$ cat src/rtl/spi_device_core.sv
// SPI device (slave) with a register-mapped RX FIFO, a single-byte TX holding register and interrupts.
// SPI pins are synchronized into clk_i; every SPI event is derived from synchronized sclk edges.
module spi_device_core #(
    parameter int RX_DEPTH = 4
) (
    input  logic        clk_i,
    input  logic        rst_ni,
    input  logic [7:0]  addr_i,
    input  logic [31:0] wdata_i,
    input  logic [3:0]  be_i,
    input  logic        we_i,
    input  logic        re_i,
    output logic [31:0] rdata_o,
    output logic        error_o,
    output logic        intr_o,
    input  logic        sclk_i,
    input  logic        ss_ni,
    input  logic        sd_i,
    output logic        sd_o,
    output logic        sd_oe_o
);

    localparam int PTR_W = $clog2(RX_DEPTH);
    localparam int CNT_W = PTR_W + 1;

    localparam logic [7:0] ADDR_CTRL   = 8'h00;
    localparam logic [7:0] ADDR_STATUS = 8'h04;
    localparam logic [7:0] ADDR_RXDATA = 8'h08;
    localparam logic [7:0] ADDR_TXDATA = 8'h0C;
    localparam logic [7:0] ADDR_INTR   = 8'h10;

    typedef enum logic {
        ST_IDLE  = 1'b0,
        ST_SHIFT = 1'b1
    } state_t;

    state_t state_q, state_d;

    logic sclk_meta, sclk_sync, sclk_prev;
    logic ss_meta, ss_sync, ss_prev;
    logic sd_meta, sd_sync;

    logic [6:0] ctrl_q;
    logic [2:0] intr_state_q;
    logic [7:0] tx_hold_q;
    logic       tx_hold_valid_q;
    logic [7:0] tx_shift_q;
    logic [7:0] rx_shift_q;
    logic [2:0] bit_cnt_q;

    logic [7:0]       fifo_mem [RX_DEPTH];
    logic [PTR_W-1:0] wptr_q, rptr_q;
    logic [CNT_W-1:0] rx_count_q;

    logic en, cpol, cpha, lsbf;
    assign en   = ctrl_q[0];
    assign cpol = ctrl_q[1];
    assign cpha = ctrl_q[2];
    assign lsbf = ctrl_q[3];

    always_ff @(posedge clk_i or negedge rst_ni) begin
        if (!rst_ni) begin
            sclk_meta <= 1'b0;
            sclk_sync <= 1'b0;
            sclk_prev <= 1'b0;
            ss_meta   <= 1'b1;
            ss_sync   <= 1'b1;
            ss_prev   <= 1'b1;
            sd_meta   <= 1'b0;
            sd_sync   <= 1'b0;
        end else begin
            sclk_meta <= sclk_i;
            sclk_sync <= sclk_meta;
            sclk_prev <= sclk_sync;
            ss_meta   <= ss_ni;
            ss_sync   <= ss_meta;
            ss_prev   <= ss_sync;
            sd_meta   <= sd_i;
            sd_sync   <= sd_meta;
        end
    end

    logic sclk_rise, sclk_fall, ss_fall;
    logic lead_edge, trail_edge, sample_edge, shift_edge;
    assign sclk_rise   = sclk_sync & ~sclk_prev;
    assign sclk_fall   = ~sclk_sync & sclk_prev;
    assign ss_fall     = ss_prev & ~ss_sync;
    assign lead_edge   = cpol ? sclk_fall : sclk_rise;
    assign trail_edge  = cpol ? sclk_rise : sclk_fall;
    assign sample_edge = cpha ? trail_edge : lead_edge;
    assign shift_edge  = cpha ? lead_edge : trail_edge;

    // Register access decode
    logic mapped, access_err, wr_ok, rd_ok;
    assign mapped     = (addr_i == ADDR_CTRL) || (addr_i == ADDR_STATUS) ||
                        (addr_i == ADDR_RXDATA) || (addr_i == ADDR_TXDATA) ||
                        (addr_i == ADDR_INTR);
    assign access_err = ((re_i || we_i) && !mapped) ||
                        (we_i && ((addr_i == ADDR_STATUS) || (addr_i == ADDR_RXDATA))) ||
                        (re_i && (addr_i == ADDR_TXDATA));
    assign error_o    = access_err;
    assign wr_ok      = we_i && !access_err;
    assign rd_ok      = re_i && !access_err;

    logic ctrl_wr, tx_wr, intr_wr;
    assign ctrl_wr = wr_ok && (addr_i == ADDR_CTRL) && be_i[0];
    assign tx_wr   = wr_ok && (addr_i == ADDR_TXDATA) && be_i[0];
    assign intr_wr = wr_ok && (addr_i == ADDR_INTR) && be_i[0];

    logic rx_empty, rx_full;
    assign rx_empty = (rx_count_q == '0);
    assign rx_full  = (rx_count_q == CNT_W'(RX_DEPTH));

    logic pop;
    assign pop = rd_ok && (addr_i == ADDR_RXDATA) && !rx_empty;

    // Serial FSM: state transitions and the tx reload request on entry
    logic load_tx;
    always_comb begin
        state_d = state_q;
        load_tx = 1'b0;
        case (state_q)
            ST_IDLE: begin
                if (ss_fall && en) begin
                    state_d = ST_SHIFT;
                    load_tx = 1'b1;
                end
            end
            ST_SHIFT: begin
                if (ss_sync || !en) state_d = ST_IDLE;
            end
            default: state_d = ST_IDLE;
        endcase
    end

    logic active, leaving, sample_now, shift_now, byte_done, reload;
    logic push_ok, ovf_set, txe_set;
    logic [7:0] rx_next;
    assign active     = (state_q == ST_SHIFT) && (state_d == ST_SHIFT);
    assign leaving    = (state_q == ST_SHIFT) && (state_d == ST_IDLE);
    assign sample_now = active && sample_edge;
    // No shift at bit 0: that edge only presents the freshly loaded first bit.
    assign shift_now  = active && shift_edge && (bit_cnt_q != 3'd0);
    assign byte_done  = sample_now && (bit_cnt_q == 3'd7);
    assign reload     = load_tx || byte_done;
    assign rx_next    = lsbf ? {sd_sync, rx_shift_q[7:1]} : {rx_shift_q[6:0], sd_sync};
    // A simultaneous pop frees a slot, so a push into a full FIFO is still accepted then.
    assign push_ok    = byte_done && (!rx_full || pop);
    assign ovf_set    = byte_done && rx_full && !pop;
    assign txe_set    = reload && tx_hold_valid_q;

    logic [2:0] intr_set, intr_clr, intr_next;
    assign intr_set  = {ovf_set, txe_set, push_ok};
    assign intr_clr  = intr_wr ? wdata_i[2:0] : 3'b000;
    assign intr_next = (intr_state_q & ~intr_clr) | intr_set;

    always_ff @(posedge clk_i or negedge rst_ni) begin
        if (!rst_ni) begin
            state_q         <= ST_IDLE;
            ctrl_q          <= '0;
            intr_state_q    <= '0;
            intr_o          <= 1'b0;
            tx_hold_q       <= '0;
            tx_hold_valid_q <= 1'b0;
            tx_shift_q      <= '0;
            rx_shift_q      <= '0;
            bit_cnt_q       <= '0;
            wptr_q          <= '0;
            rptr_q          <= '0;
            rx_count_q      <= '0;
        end else begin
            state_q      <= state_d;
            intr_state_q <= intr_next;
            intr_o       <= |(intr_state_q & ctrl_q[6:4]);

            if (ctrl_wr) ctrl_q <= wdata_i[6:0];

            if (load_tx || leaving) begin
                bit_cnt_q  <= '0;
                rx_shift_q <= '0;
            end else if (sample_now) begin
                bit_cnt_q  <= bit_cnt_q + 3'd1;
                rx_shift_q <= rx_next;
            end

            if (reload)
                tx_shift_q <= tx_hold_valid_q ? tx_hold_q : 8'hFF;
            else if (shift_now)
                tx_shift_q <= lsbf ? {1'b0, tx_shift_q[7:1]} : {tx_shift_q[6:0], 1'b0};

            // A new write wins over a coinciding reload, which already took the old byte.
            if (tx_wr) begin
                tx_hold_q       <= wdata_i[7:0];
                tx_hold_valid_q <= 1'b1;
            end else if (txe_set) begin
                tx_hold_valid_q <= 1'b0;
            end

            if (push_ok) wptr_q <= wptr_q + PTR_W'(1);
            if (pop)     rptr_q <= rptr_q + PTR_W'(1);
            case ({push_ok, pop})
                2'b10:   rx_count_q <= rx_count_q + CNT_W'(1);
                2'b01:   rx_count_q <= rx_count_q - CNT_W'(1);
                default: rx_count_q <= rx_count_q;
            endcase
        end
    end

    always_ff @(posedge clk_i) begin
        if (push_ok) fifo_mem[wptr_q] <= rx_next;
    end

    assign sd_oe_o = (state_q == ST_SHIFT);
    assign sd_o    = sd_oe_o && (lsbf ? tx_shift_q[0] : tx_shift_q[7]);

    logic [4:0] rx_count5;
    assign rx_count5 = 5'(rx_count_q);

    always_comb begin
        rdata_o = '0;
        if (re_i) begin
            case (addr_i)
                ADDR_CTRL:   rdata_o = {25'd0, ctrl_q};
                ADDR_STATUS: rdata_o = {20'd0, (state_q == ST_SHIFT), tx_hold_valid_q,
                                        rx_full, rx_empty, 3'd0, rx_count5};
                ADDR_RXDATA: rdata_o = rx_empty ? 32'd0 : {24'd0, fifo_mem[rptr_q]};
                ADDR_INTR:   rdata_o = {29'd0, intr_state_q};
                default:     rdata_o = '0;
            endcase
        end
    end

endmodule

$ cat config.mk
export PLATFORM = sky130hd
export DESIGN_NAME = spi_device_core
export DESIGN_NICKNAME = d
export VERILOG_FILES = /design/src/rtl/spi_device_core.sv
export SDC_FILE = /design/constraint.sdc
export NUM_CORES = 1
export LEC_CHECK = 0
export ABC_AREA = 0
export CAP_MARGIN = 20
export CORE_ASPECT_RATIO = 1.4
export CORE_MARGIN = 3
export CORE_UTILIZATION = 43
export DETAILED_ROUTE_END_ITERATION = 10
export DONT_BUFFER_PORTS = 1
export MAX_ROUTING_LAYER = met4
export PLACE_DENSITY = 0.61
export SYNTH_ARGS = -nofsm -noshare
export SYNTH_HDL_FRONTEND = slang
export SYNTH_SLANG_ARGS = --single-unit
$ cat constraint.sdc
create_clock -name clk_i -period 4.7 [get_ports clk_i]
set_input_delay 0.94 -clock clk_i [delete_from_list [all_inputs] [get_ports clk_i]]
set_output_delay 0.94 -clock clk_i [all_outputs]
set_load 0.02 [all_outputs]
; ---- After elaboration in Yosys (flattened, before gate mapping)
; Memories as Yosys holds them, arrays and structs flattened.
; Cells that the tools add are included.
[word_totals]
ff_bits = 55
ramBits = 32
in_bits = 51
out_inout_bits = 36
word_cells = 124
memories = 1
[classes]
addsub = 5
eq_ne = 8
muxes = 27
bitwise_logic = 12
n_reduce_logical = 51
[memory_table]
columns = memory, depth, word_bits, rd, rd_clocked_by_memory_dff, wr, line
row1 = fifo_mem, 4, 8, 1, 0, 1, 51  ; logic [7:0] fifo_mem [RX_DEPTH];
[ops]
columns = op, count
row1 = 32-bit one-hot mux with 4 select lines, 1
row2 = 8-bit 2-to-1 mux, 8
row3 = 32-bit 2-to-1 mux, 1
row4 = 1-bit logical AND, 25
row5 = 8-bit by 4-bit equality test with 1-bit output (second input constant), 2
row6 = 1-bit logical OR, 12
row7 = 1-bit 2-to-1 mux, 12
row8 = 3-bit 2-to-1 mux, 3
row9 = 8-bit by 3-bit equality test with 1-bit output (second input constant), 1
row10 = 8-bit by 5-bit equality test with 1-bit output (second input constant), 1
row11 = 8-bit zero test, 1
row12 = 2-bit nonzero test, 4
row13 = 3-bit by 1-bit adder with 3-bit output (second input constant), 2
row14 = 3-bit bitwise AND, 2
row15 = 3-bit equality test (second input constant), 2
row16 = 1-bit zero test, 6
row17 = 3-bit one-hot mux with 2 select lines, 1
row18 = 1-bit inverter, 5
row19 = 2-bit by 1-bit adder with 2-bit output (second input constant), 2
row20 = 1-bit bitwise AND, 3
row21 = 3-bit zero test, 1
row22 = 3-bit inverter, 1
row23 = 3-bit OR, 1
row24 = 3-bit nonzero test, 1
row25 = other kinds (5), 5

; ---- Depth between registers and ports, before layout
; Gate-level depths: netlist of run 1.
[depth]
depth_word = 17
ltp_mapped = 7
ltp_nobuf = 7

; ---- Worst setup path after synthesis of run 1
; OpenSTA, ideal clock, no wires.
[synth_path]
kind = input to output
start = in addr_i[7]
end = out rdata_o[10]
t_arrival_ps = 2287
required_ps = 3760
path_slack_ps = 1473
stages = 4
n_path_buf = 0
cell_sequence = nor4_4 nand2b_4 or4_1 nor2_1
[synth_via]
elab_chain_len = 3
word_cells_on_any_way = 6
classes_between = 3 x eq/ne / 2 x mux / 1 x reduce/logical
[synth_lines]
columns = element, line
row1 = "start, declared", 8  ; input logic [7:0] addr_i,
row2 = 8-bit by 5-bit equality test with 1-bit output (tied with other cells), 222  ; case (addr_i)
row3 = 32-bit one-hot mux with 4 select lines (*), 222
row4 = 32-bit 2-to-1 mux (*), 221  ; if (re_i) begin
row5 = "end, declared", 13  ; output logic [31:0] rdata_o,
; Every way passes the cells marked *; elsewhere a longest branch is shown, timed or not.

; ---- Worst setup path after layout of run 1
[layout_path]
start = in addr_i[7]
end = out rdata_o[3]
; Same word-level chain as after synthesis.

==> impl_metrics.env, run 1 <==
export IMPL_ys_types=53
export IMPL_peakVddDrop_v=0.0001856
export IMPL_drtPass1Iterations=4
export IMPL_drive_above_1_share=0.2055
export IMPL_fp_dieH_um=123.9
export IMPL_cts_max_level=3
export IMPL_pwr_density_cell_nw_per_um2=338.0
export IMPL_worstHoldPathType="in2async"
export IMPL_worstSetupStartpointType="input port"
export IMPL_grtUsageTotal=0.1616
export IMPL_grt_pass1_vias=2453
export IMPL_maxCapViolCount=0
export IMPL_drcViolationCount=0
export IMPL_design_die_area_sq_um=11180
export IMPL_ys_ff_latch=87
export IMPL_cts_buffers=9
export IMPL_cts_setup_buffers=0
export IMPL_r2r_slack_ns=2.03
export IMPL_leakage_nw=1.992
export IMPL_syn_avg_cell_area_sq_um=13.22
export IMPL_finalSetupViolations=0
export IMPL_drt_initial_drc_count=97
export IMPL_r2r_start="ctrl_q[1]"
export IMPL_final_cell_mix="52 x dfrtp_1, 32 x edfxtp_1, 25 x nor2_1, 25 x mux2_2, 22 x mux2i_1"
export IMPL_fin_crit_sh=0.7480
export IMPL_num_vias=2401
export IMPL_final_common_cell="dfrtp_1"
export IMPL_synth_main_ff_cell="dfrtp_1"
export IMPL_antenna_found_initial=0
export IMPL_dieWidth_um=90.21
export IMPL_worst_pin_slew_ns=0.8588
export IMPL_clock_skew_ns=0.005042
export IMPL_port_buffers=0
export IMPL_routed_wirelength_mm=8.250
export IMPL_yosysWarnings=0
export IMPL_slowest_delay_ns=0.52
export IMPL_syn_to_final_growth_pct=7.268
export IMPL_arrival_ns=2.58
export IMPL_clk_latency_ns=0.34
export IMPL_clockBufferDepth=2
export IMPL_dpl_worst_slack_ns=1.178
export IMPL_cts_tree="done"
export IMPL_crit_buf_inv=0
export IMPL_fin_nets=380
export IMPL_cp_slowest_cell="nor4_1"
export IMPL_ys_seq_area_frac=0.5484
export IMPL_row_count=42
export IMPL_cp_required_ns=3.76
export IMPL_cp_max_fo=5
export IMPL_crit_start="addr_i[7]"
export IMPL_worstSetupEndpointType="primary output"
export IMPL_post_route_min_period_ns=3.516
export IMPL_ant_nets=0
export IMPL_overflow=0
export IMPL_coreArea_sq_um=9564
export IMPL_syn_instance_count=323
export IMPL_initial_core_util=0.4464
export IMPL_fmax_mhz=284.5
export IMPL_cts_sinks=87
export IMPL_hpwl_mm=6.027
export IMPL_ys_async_sr_fraction=0.6322
export IMPL_rsz0062_at_grt="no"
export IMPL_crit_type="in2out"
export IMPL_crit_chain="nor4_4 > nand2b_4 > nor4_1 > a21oi_1 > nor2_1"
export IMPL_postCtsHoldBufs=0
export IMPL_dp_cells=442
export IMPL_place_gp_congestion=0.7362
export IMPL_routed_via_density=5.242
export IMPL_num_fill_cells=879
export IMPL_cp_depth=5
export IMPL_avgRoutedWirePerCell_um=18.01
export IMPL_setup_tns_ns=0
export IMPL_root_buffer="clkbuf_16"
export IMPL_final_max_slew_viol_count=0
export IMPL_ios=87
export IMPL_r2r_end="fifo_mem[3][6]"
export IMPL_stdcell_count=458
export IMPL_crit_end="rdata_o[3]"
export IMPL_clk_pin_slew_ns=0.06
export IMPL_netlist_area_sq_um=4269
export IMPL_synth_edf_count=32
export IMPL_insertedDiodeCount=0
export IMPL_grt_pass1_wl_mm=13.25
export IMPL_finalWorstSetupSlack_ns=1.184
export IMPL_slew_headroom=0.4275
export IMPL_rr_worst_depth=4
export IMPL_hold_violations=0
export IMPL_grt_max_degree=56
export IMPL_cpLargestDelayFamily="simple AND/OR/NAND/NOR gates"
export IMPL_post_cts_resized=0
export IMPL_outcome="completed"
[layout make-up]
class	instances	area, sq um	area share
clock buffers	10	229.0	0.05000
clock inverters	6	45.04	0.009836
inverters	10	37.54	0.008197
multi-input cells	212	1754	0.3831
flip-flops and latches	87	2341	0.5112
well taps	132	165.2	0.03607
repair buffers	1	7.507	0.001639
[how the worst min path moves through the flow]
stage / startpoint / end
2_1_floorplan: sclk_meta / sclk_sync
3_3_place_gp: sclk_meta / sclk_sync
3_5_place_dp: sclk_meta / sclk_sync
4_1_cts: rst_ni / tx_hold_q[0]
5_1_grt: rst_ni / tx_hold_q[0]
6_report: rst_ni / tx_hold_q[0]
[logic make-up (layout without fill, tap and decap cells)]
family,after synthesis,count (layout),synth area share
buf+inv,43,27,0.05744
simple gates,75,75,0.1026
mux,62,62,0.1843
other cells,1,20,0.0008784
flops,87,87,0.5484
compound gates,41,41,0.06887
xor+xnor,6,6,0.01231
fa+ha+maj,8,8,0.02520
[where the power goes]
part / total (mW) / internal, mW / leakage, nW / switching [mW]
clock: 0.665 / 0.361 / 0.126 / 0.304
sequential: 0.818 / 0.803 / 1.01 / 0.0156
combinational: 0.0644 / 0.0301 / 0.860 / 0.0343
[registers in the layout, summed over array words and instances, names as in the netlist]
signal	cells
bit_cnt_q	3
ctrl_q	7
fifo_mem	32
intr_o	1
intr_state_q	3
rptr_q	2
rx_count_q	3
rx_shift_q	8
sclk_meta	1
sclk_prev	1
sclk_sync	1
sd_meta	1
sd_oe_o	1
sd_sync	1
ss_meta	1
ss_prev	1
ss_sync	1
tx_hold_q	8
tx_hold_valid_q	1
tx_shift_q	8
wptr_q	2
[routing by layer]
layer | track usage | routed length, um | vias up
li1 | - | - | 1123
met1 | 0.1757 | 3265 | 1216
met3 | 0.04048 | 438 | 12
met5 | - | 0 | -
met2 | 0.2800 | 4382 | 50
met4 | 0.07663 | 164 | 0
[worst reg2reg max path, stage by stage, from the launching register on]
cell and delay, ns:
dfrtp_1 0.41, xnor2_1 0.41, mux2_2 0.42, nor3_2 0.57, and2_1 0.52
[stage by stage]
step           hold WS [ns]  cell area (sq um)  utilization  total power, mW
2_1_floorplan        0.3312               4340            -           0.9028
3_3_place_gp         0.3377               4305       0.4502           0.8972
3_5_place_dp         0.3387               4305       0.4502           0.8989
4_1_cts              0.2820               4579       0.4788            1.562
5_1_grt              0.2771               4579       0.4788            1.603
6_report             0.2909               4579       0.4788            1.548
[synth_stat cells, drive strengths merged, types with 8 or more instances]
cell / count / area share
dfrtp: 52 / 0.30
edfxtp: 32 / 0.23
mux2: 32 / 0.091
nor2: 26 / 0.025
buf: 24 / 0.041
mux2i: 22 / 0.052
nor2b: 13 / 0.019
a21oi: 11 / 0.013
a22o: 10 / 0.021
nand2: 10 / 0.0088
clkbuf: 9 / 0.0079
inv: 9 / 0.0079
mux4: 8 / 0.042
(Power assumes the default switching activity.)
==> run 2, diff against run 1 <==
==> constraint.sdc (replaced) <==
create_clock -name clk_i -period 3.5 [get_ports clk_i]
set_input_delay 0.7 -clock clk_i [delete_from_list [all_inputs] [get_ports clk_i]]
set_output_delay 0.7 -clock clk_i [all_outputs]
set_load 0.02 [all_outputs]
==> run 2 against run 1 <==
Against the previous run:
- count of clock-buffer cells in the layout unchanged
- die area unchanged
- wire length about the same
- register-to-register slack got worse by 0.90 ns
- first-iteration DRC count shrank 19%
- highest routed layer unchanged
==> impl_metrics.env, run 2 (same netlist as run 1, synthesis figures left out) <==
export IMPL_row_count=42
export IMPL_finalWorstSetupSlack_ns=0.5545
export IMPL_postCtsHoldBufs=0
export IMPL_r2r_slack_ns=1.13
export IMPL_setup_tns_ns=0
export IMPL_post_cts_resized=0
export IMPL_overflow=0
export IMPL_cts_buffers=9
export IMPL_design_die_area_sq_um=11180
export IMPL_fin_nets=382
export IMPL_cp_slowest_cell="or4_1"
export IMPL_cp_required_ns=2.80
export IMPL_fp_dieH_um=123.9
export IMPL_worstSetupEndpointType="primary output"
export IMPL_initial_core_util=0.4464
export IMPL_outcome="completed"
export IMPL_r2r_start="ctrl_q[1]"
export IMPL_worstHoldPathType="in2async"
export IMPL_grt_max_degree=56
export IMPL_dpl_worst_slack_ns=0.5436
export IMPL_avgRoutedWirePerCell_um=17.94
export IMPL_slew_headroom=0.4476
export IMPL_cts_max_level=3
export IMPL_pwr_share_clk=0.441
export IMPL_netSwitchingPower_uw=457.6
export IMPL_r2r_end="fifo_mem[1][5]"
export IMPL_grtUsageTotal=0.1613
export IMPL_worstSetupStartpointType="input port"
export IMPL_cts_tree="done"
export IMPL_drive_above_1_share=0.2073
export IMPL_p_comb_frac=0.041
export IMPL_clk_pin_slew_ns=0.06
export IMPL_hold_violations=0
export IMPL_num_vias=2409
export IMPL_crit_chain="nor4_4 > nand2b_4 > or4_1 > nor2_1"
export IMPL_hpwl_mm=6.100
export IMPL_num_fill_cells=859
export IMPL_rsz0062_at_grt="no"
export IMPL_port_buffers=0
export IMPL_fmax_mhz=339.5
export IMPL_pwr_density_cell_nw_per_um2=461.0
export IMPL_finalSetupViolations=0
export IMPL_cp_max_fo=5
export IMPL_ios=87
export IMPL_clk_latency_ns=0.34
export IMPL_place_gp_congestion=0.7300
export IMPL_root_buffer="clkbuf_16"
export IMPL_drt_initial_drc_count=79
export IMPL_drtPass1Iterations=4
export IMPL_worst_pin_slew_ns=0.8286
export IMPL_antenna_found_initial=0
export IMPL_regMostFlops="fifo_mem"
export IMPL_arrival_ns=2.25
export IMPL_clockBufferDepth=2
export IMPL_syn_to_final_growth_pct=8.001
export IMPL_cts_setup_buffers=0
export IMPL_final_common_cell="dfrtp_1"
export IMPL_p_int_mw=1.668
export IMPL_cts_sinks=87
export IMPL_drcViolationCount=0
export IMPL_final_util=0.4821
export IMPL_final_max_slew_viol_count=0
export IMPL_ant_nets=0
export IMPL_grt_pass1_wl_mm=13.25
export IMPL_crit_type="in2out"
export IMPL_routed_wirelength_mm=8.252
export IMPL_peakVddDrop_v=0.0002965
export IMPL_p_sw_frac=0.2153
export IMPL_insertedDiodeCount=0
export IMPL_maxCapViolCount=0
export IMPL_clock_skew_ns=0.004541
export IMPL_slowest_delay_ns=0.60
export IMPL_dieWidth_um=90.21
export IMPL_grt_pass1_vias=2515
export IMPL_largest_reg_flops=32
export IMPL_rr_worst_depth=5
export IMPL_leakage_nw=2.010
export IMPL_post_route_min_period_ns=2.946
export IMPL_fin_crit_sh=0.8416
export IMPL_coreArea_sq_um=9564
export IMPL_seqPwrFrac=0.518
export IMPL_final_cell_mix="52 x dfrtp_1, 32 x edfxtp_1, 25 x nor2_1, 25 x mux2_2, 22 x mux2i_1"
export IMPL_routed_via_density=5.237
## run 2: changes by cell type in the layout (fill, tap and decap cells not counted), sizes merged
cell	previous run	this run
buf	1	3
inv	11	9
bufinv	0	1
clkinv	2	3
## run 2: layout make-up
class	instances	area [sq um]	share of cell area
clock buffer	10	229.0	0.04966
sequential	87	2341	0.5077
inverter	10	37.54	0.008141
multi-input combinational	212	1754	0.3805
tap	132	165.2	0.03582
timing repair buffer	3	22.52	0.004885
clock inverter	6	61.31	0.01330
## run 2: metal layers
| metal | vias to the layer above | wire, um | global-route usage |
|---|---|---|---|
| met5 | - | 0 | - |
| met4 | 0 | 220 | 0.07950 |
| met3 | 15 | 467 | 0.03444 |
| met2 | 53 | 4299 | 0.2791 |
| met1 | 1215 | 3264 | 0.1786 |
| li1 | 1126 | - | - |
## run 2: through the flow
stage | instances | area [sq um] | total power [mW] | hold slack [ns]
after floorplan | 342 | 4340 | 1.212 | 0.3312
after global placement | 444 | 4320 | 1.205 | 0.3363
after detailed placement | 444 | 4320 | 1.209 | 0.3396
after CTS | 460 | 4611 | 2.140 | 0.04405
after global routing | 460 | 4611 | 2.192 | 0.04055
final | 460 | 4611 | 2.126 | 0.05308
## run 2: critical path: cells and delay by family
family / cells / cell delay [ns]
simple gates: 4 / 1.54
## run 2: how the worst max path moves through the flow
stage                    from     endpoint  slack [ns]  cells past startpoint
detailed placement  addr_i[7]   rdata_o[9]        0.54                      4
floorplan           addr_i[7]  rdata_o[10]        0.75                      4
CTS                 addr_i[7]   rdata_o[9]        0.55                      4
finish              addr_i[7]   rdata_o[9]        0.55                      4
global placement    addr_i[7]   rdata_o[9]        0.59                      4
global route        addr_i[7]   rdata_o[0]        0.46                      5
## run 2: power by group through the flow
stage          Combinational (mW)  Sequential (mW)  Clock (mW)
6_report                   0.0870             1.10       0.938
5_1_grt                    0.0967             1.10       0.992
4_1_cts                    0.0879             1.10       0.951
3_5_place_dp               0.0875             1.12           0
3_3_place_gp               0.0848             1.12           0
2_1_floorplan               0.102             1.11           0
==> run 3, diff against run 2 <==
--- a/config.mk
+++ b/config.mk
@@ -13,7 +13,7 @@
 export DETAILED_ROUTE_END_ITERATION = 10
 export DONT_BUFFER_PORTS = 1
 export MAX_ROUTING_LAYER = met4
-export PLACE_DENSITY = 0.61
+export PLACE_DENSITY = 0.63
 export SYNTH_ARGS = -nofsm -noshare
 export SYNTH_HDL_FRONTEND = slang
 export SYNTH_SLANG_ARGS = --single-unit
==> constraint.sdc (replaced) <==
create_clock -name clk_i -period 2.35 [get_ports clk_i]
set_input_delay 0.47 -clock clk_i [delete_from_list [all_inputs] [get_ports clk_i]]
set_output_delay 0.47 -clock clk_i [all_outputs]
set_load 0.02 [all_outputs]
==> run 3 against run 2 <==
Against the previous run:
- critical endpoint is now rdata_o[3]
- the flow now finishes with violations (setup timing)
- worst setup slack worse by 0.57 ns
- critical path type unchanged
- total power is 56% higher
- first-iteration DRC count is 100% higher
==> impl_metrics.env, run 3 (same netlist as run 1, synthesis figures left out) <==
export IMPL_outcome="finished, violations left"
export IMPL_violations="setup timing"
export IMPL_peakVddDrop_v=0.0003673
export IMPL_grt_pass1_wl_mm=13.79
export IMPL_drtPass1Iterations=4
export IMPL_clockBufferDepth=2
export IMPL_hpwl_mm=6.125
export IMPL_ios=87
export IMPL_cp_max_fo=6
export IMPL_path_common_cell="buf_4"
export IMPL_cp_required_ns=1.88
export IMPL_design_die_area_sq_um=11180
export IMPL_cp_slowest_cell="nor4_4"
export IMPL_cpLargestDelayFamily="simple AND/OR/NAND/NOR gates"
export IMPL_routed_wirelength_mm=8.743
export IMPL_clk_pin_slew_ns=0.06
export IMPL_final_max_slew_viol_count=0
export IMPL_fp_dieH_um=123.9
export IMPL_pwr_share_clk=0.457
export IMPL_row_count=42
export IMPL_finalWorstSetupSlack_ns=-0.01259
export IMPL_overflow=0
export IMPL_routed_via_density=5.099
export IMPL_whs_ns=0.1273
export IMPL_drcViolationCount=0
export IMPL_post_route_min_period_ns=2.363
export IMPL_grt_pass1_vias=2601
export IMPL_holdPathStages=0
export IMPL_initial_core_util=0.4464
export IMPL_num_fill_cells=830
export IMPL_netSwitchingPower_uw=711.8
export IMPL_worstSetupEndpointType="primary output"
export IMPL_worstHoldPathType="in2reg"
export IMPL_hold_violations=0
export IMPL_root_buffer="clkbuf_16"
export IMPL_num_vias=2529
export IMPL_crit_type="in2out"
export IMPL_cts_max_level=3
export IMPL_crit_buf_inv=3
export IMPL_drive_above_1_share=0.3297
export IMPL_clk_latency_ns=0.34
export IMPL_slowest_delay_ns=0.38
export IMPL_regMostFlops="fifo_mem"
export IMPL_place_gp_congestion=0.7876
export IMPL_pwr_density_cell_nw_per_um2=653.5
export IMPL_p_comb_frac=0.050
export IMPL_p_sw_frac=0.2145
export IMPL_cts_buffers=9
export IMPL_leakage_nw=2.266
export IMPL_syn_to_final_growth_pct=18.93
export IMPL_cts_sinks=87
export IMPL_avgRoutedWirePerCell_um=17.63
export IMPL_slew_headroom=0.5281
export IMPL_antenna_found_initial=0
export IMPL_port_buffers=0
export IMPL_coreArea_sq_um=9564
export IMPL_final_cell_mix="51 x dfrtp_1, 32 x edfxtp_1, 30 x buf_4"
export IMPL_rsz0062_at_grt="yes"
export IMPL_crit_chain="nor4_4 > buf_4 > nand4_1 > buf_6 > nor2b_2 > a21oi_2 > nor2_1 > buf_4"
export IMPL_drt_initial_drc_count=161
export IMPL_fin_nets=418
export IMPL_grt_max_degree=56
export IMPL_worstSetupStartpointType="input port"
export IMPL_fin_crit_sh=1.005
export IMPL_finalSetupViolations=1
export IMPL_final_util=0.5309
export IMPL_cp_depth=8
export IMPL_largest_reg_flops=32
export IMPL_insertedDiodeCount=0
export IMPL_final_common_cell="dfrtp_1"
export IMPL_cts_tree="done"
export IMPL_ant_nets=0
export IMPL_dieWidth_um=90.21
export IMPL_ff_latch_area_sq_um=2342
export IMPL_grtUsageTotal=0.1691
export IMPL_clock_skew_ns=0.006993
export IMPL_rr_worst_depth=8
export IMPL_multi_input_area_sq_um=1832
export IMPL_seqPwrFrac=0.493
export IMPL_arrival_ns=1.89
export IMPL_p_int_mw=2.607
export IMPL_fmax_mhz=423.3
export IMPL_maxCapViolCount=0
export IMPL_worst_pin_slew_ns=0.7079
-- run 3: metrics by stage --
step | area (sq um) | setup WS (ns) | setup TNS, ns | cells | power [mW]
6_report | 5077 | -0.01259 | -0.01259 | 496 | 3.318
2_1_floorplan | 4340 | 0.06338 | 0 | 342 | 1.806
3_5_place_dp | 4586 | -0.1106 | -3.337 | 471 | 1.804
4_1_cts | 5016 | -0.04947 | -0.1252 | 496 | 3.344
3_3_place_gp | 4586 | -0.06825 | -2.396 | 471 | 1.798
5_1_grt | 5077 | -0.09928 | -0.4180 | 496 | 3.438
-- run 3: layer usage --
metal | global-route usage | up-vias | wire length [um]
met5 | - | - | 0
met1 | 0.1824 | 1262 | 3378
met2 | 0.2969 | 51 | 4868
met4 | 0.08812 | 0 | 216
met3 | 0.03505 | 13 | 279
li1 | - | 1203 | -
-- run 3: cell type report --
| class | instances | area share |
|---|---|---|
| Inverter | 10 | 0.007393 |
| Sequential cell | 87 | 0.4613 |
| Multi-Input combinational cell | 212 | 0.3608 |
| Clock inverter | 6 | 0.01700 |
| Clock buffer | 10 | 0.04510 |
| Tap cell | 132 | 0.03253 |
| Timing Repair Buffer | 39 | 0.07590 |
-- run 3: power by group through the flow --
stage          registers (mW)  clock network, mW  logic [mW]
6_report                 1.64               1.52       0.165
5_1_grt                  1.64               1.61       0.183
4_1_cts                  1.64               1.54       0.165
3_5_place_dp             1.67                  0       0.136
3_3_place_gp             1.67                  0       0.132
2_1_floorplan            1.65                  0       0.153
-- run 3: worst register-to-register path, delay by kind of cell, from the launching register on --
kind,cells,cell delay [ns]
AOI/OAI and AO/OA,2,0.45
xor gates and xnor gates,2,0.35
adders and majority gates,1,0.42
buffers and inverters,1,0.17
DFF,1,0.42
muxes,1,0.25
and+or+nand+nor,1,0.15
-- run 3: timing repair --
item                                    CTS  global route
setup buffers                             6             0
hold buffers                              2             0
pin swaps                                 1             3
cloned                                    1             0
endpoints found under the setup margin   43            13
hold endpoints to repair                 55             0
resized for setup                         6            16
-- run 3: final timing paths --
path / slack, ns / from / end
setup / recovery: -0.01 / addr_i[7] / rdata_o[3]
hold / removal: 0.13 / ss_ni / ss_meta
setup reg to reg: 0.06 / ctrl_q[1] / rx_count_q[2]
hold reg to reg: 0.35 / sd_meta / sd_sync
max in group asynchronous: 1.38 / rst_ni / ss_sync
min in group asynchronous: 0.69 / rst_ni / bit_cnt_q[1]
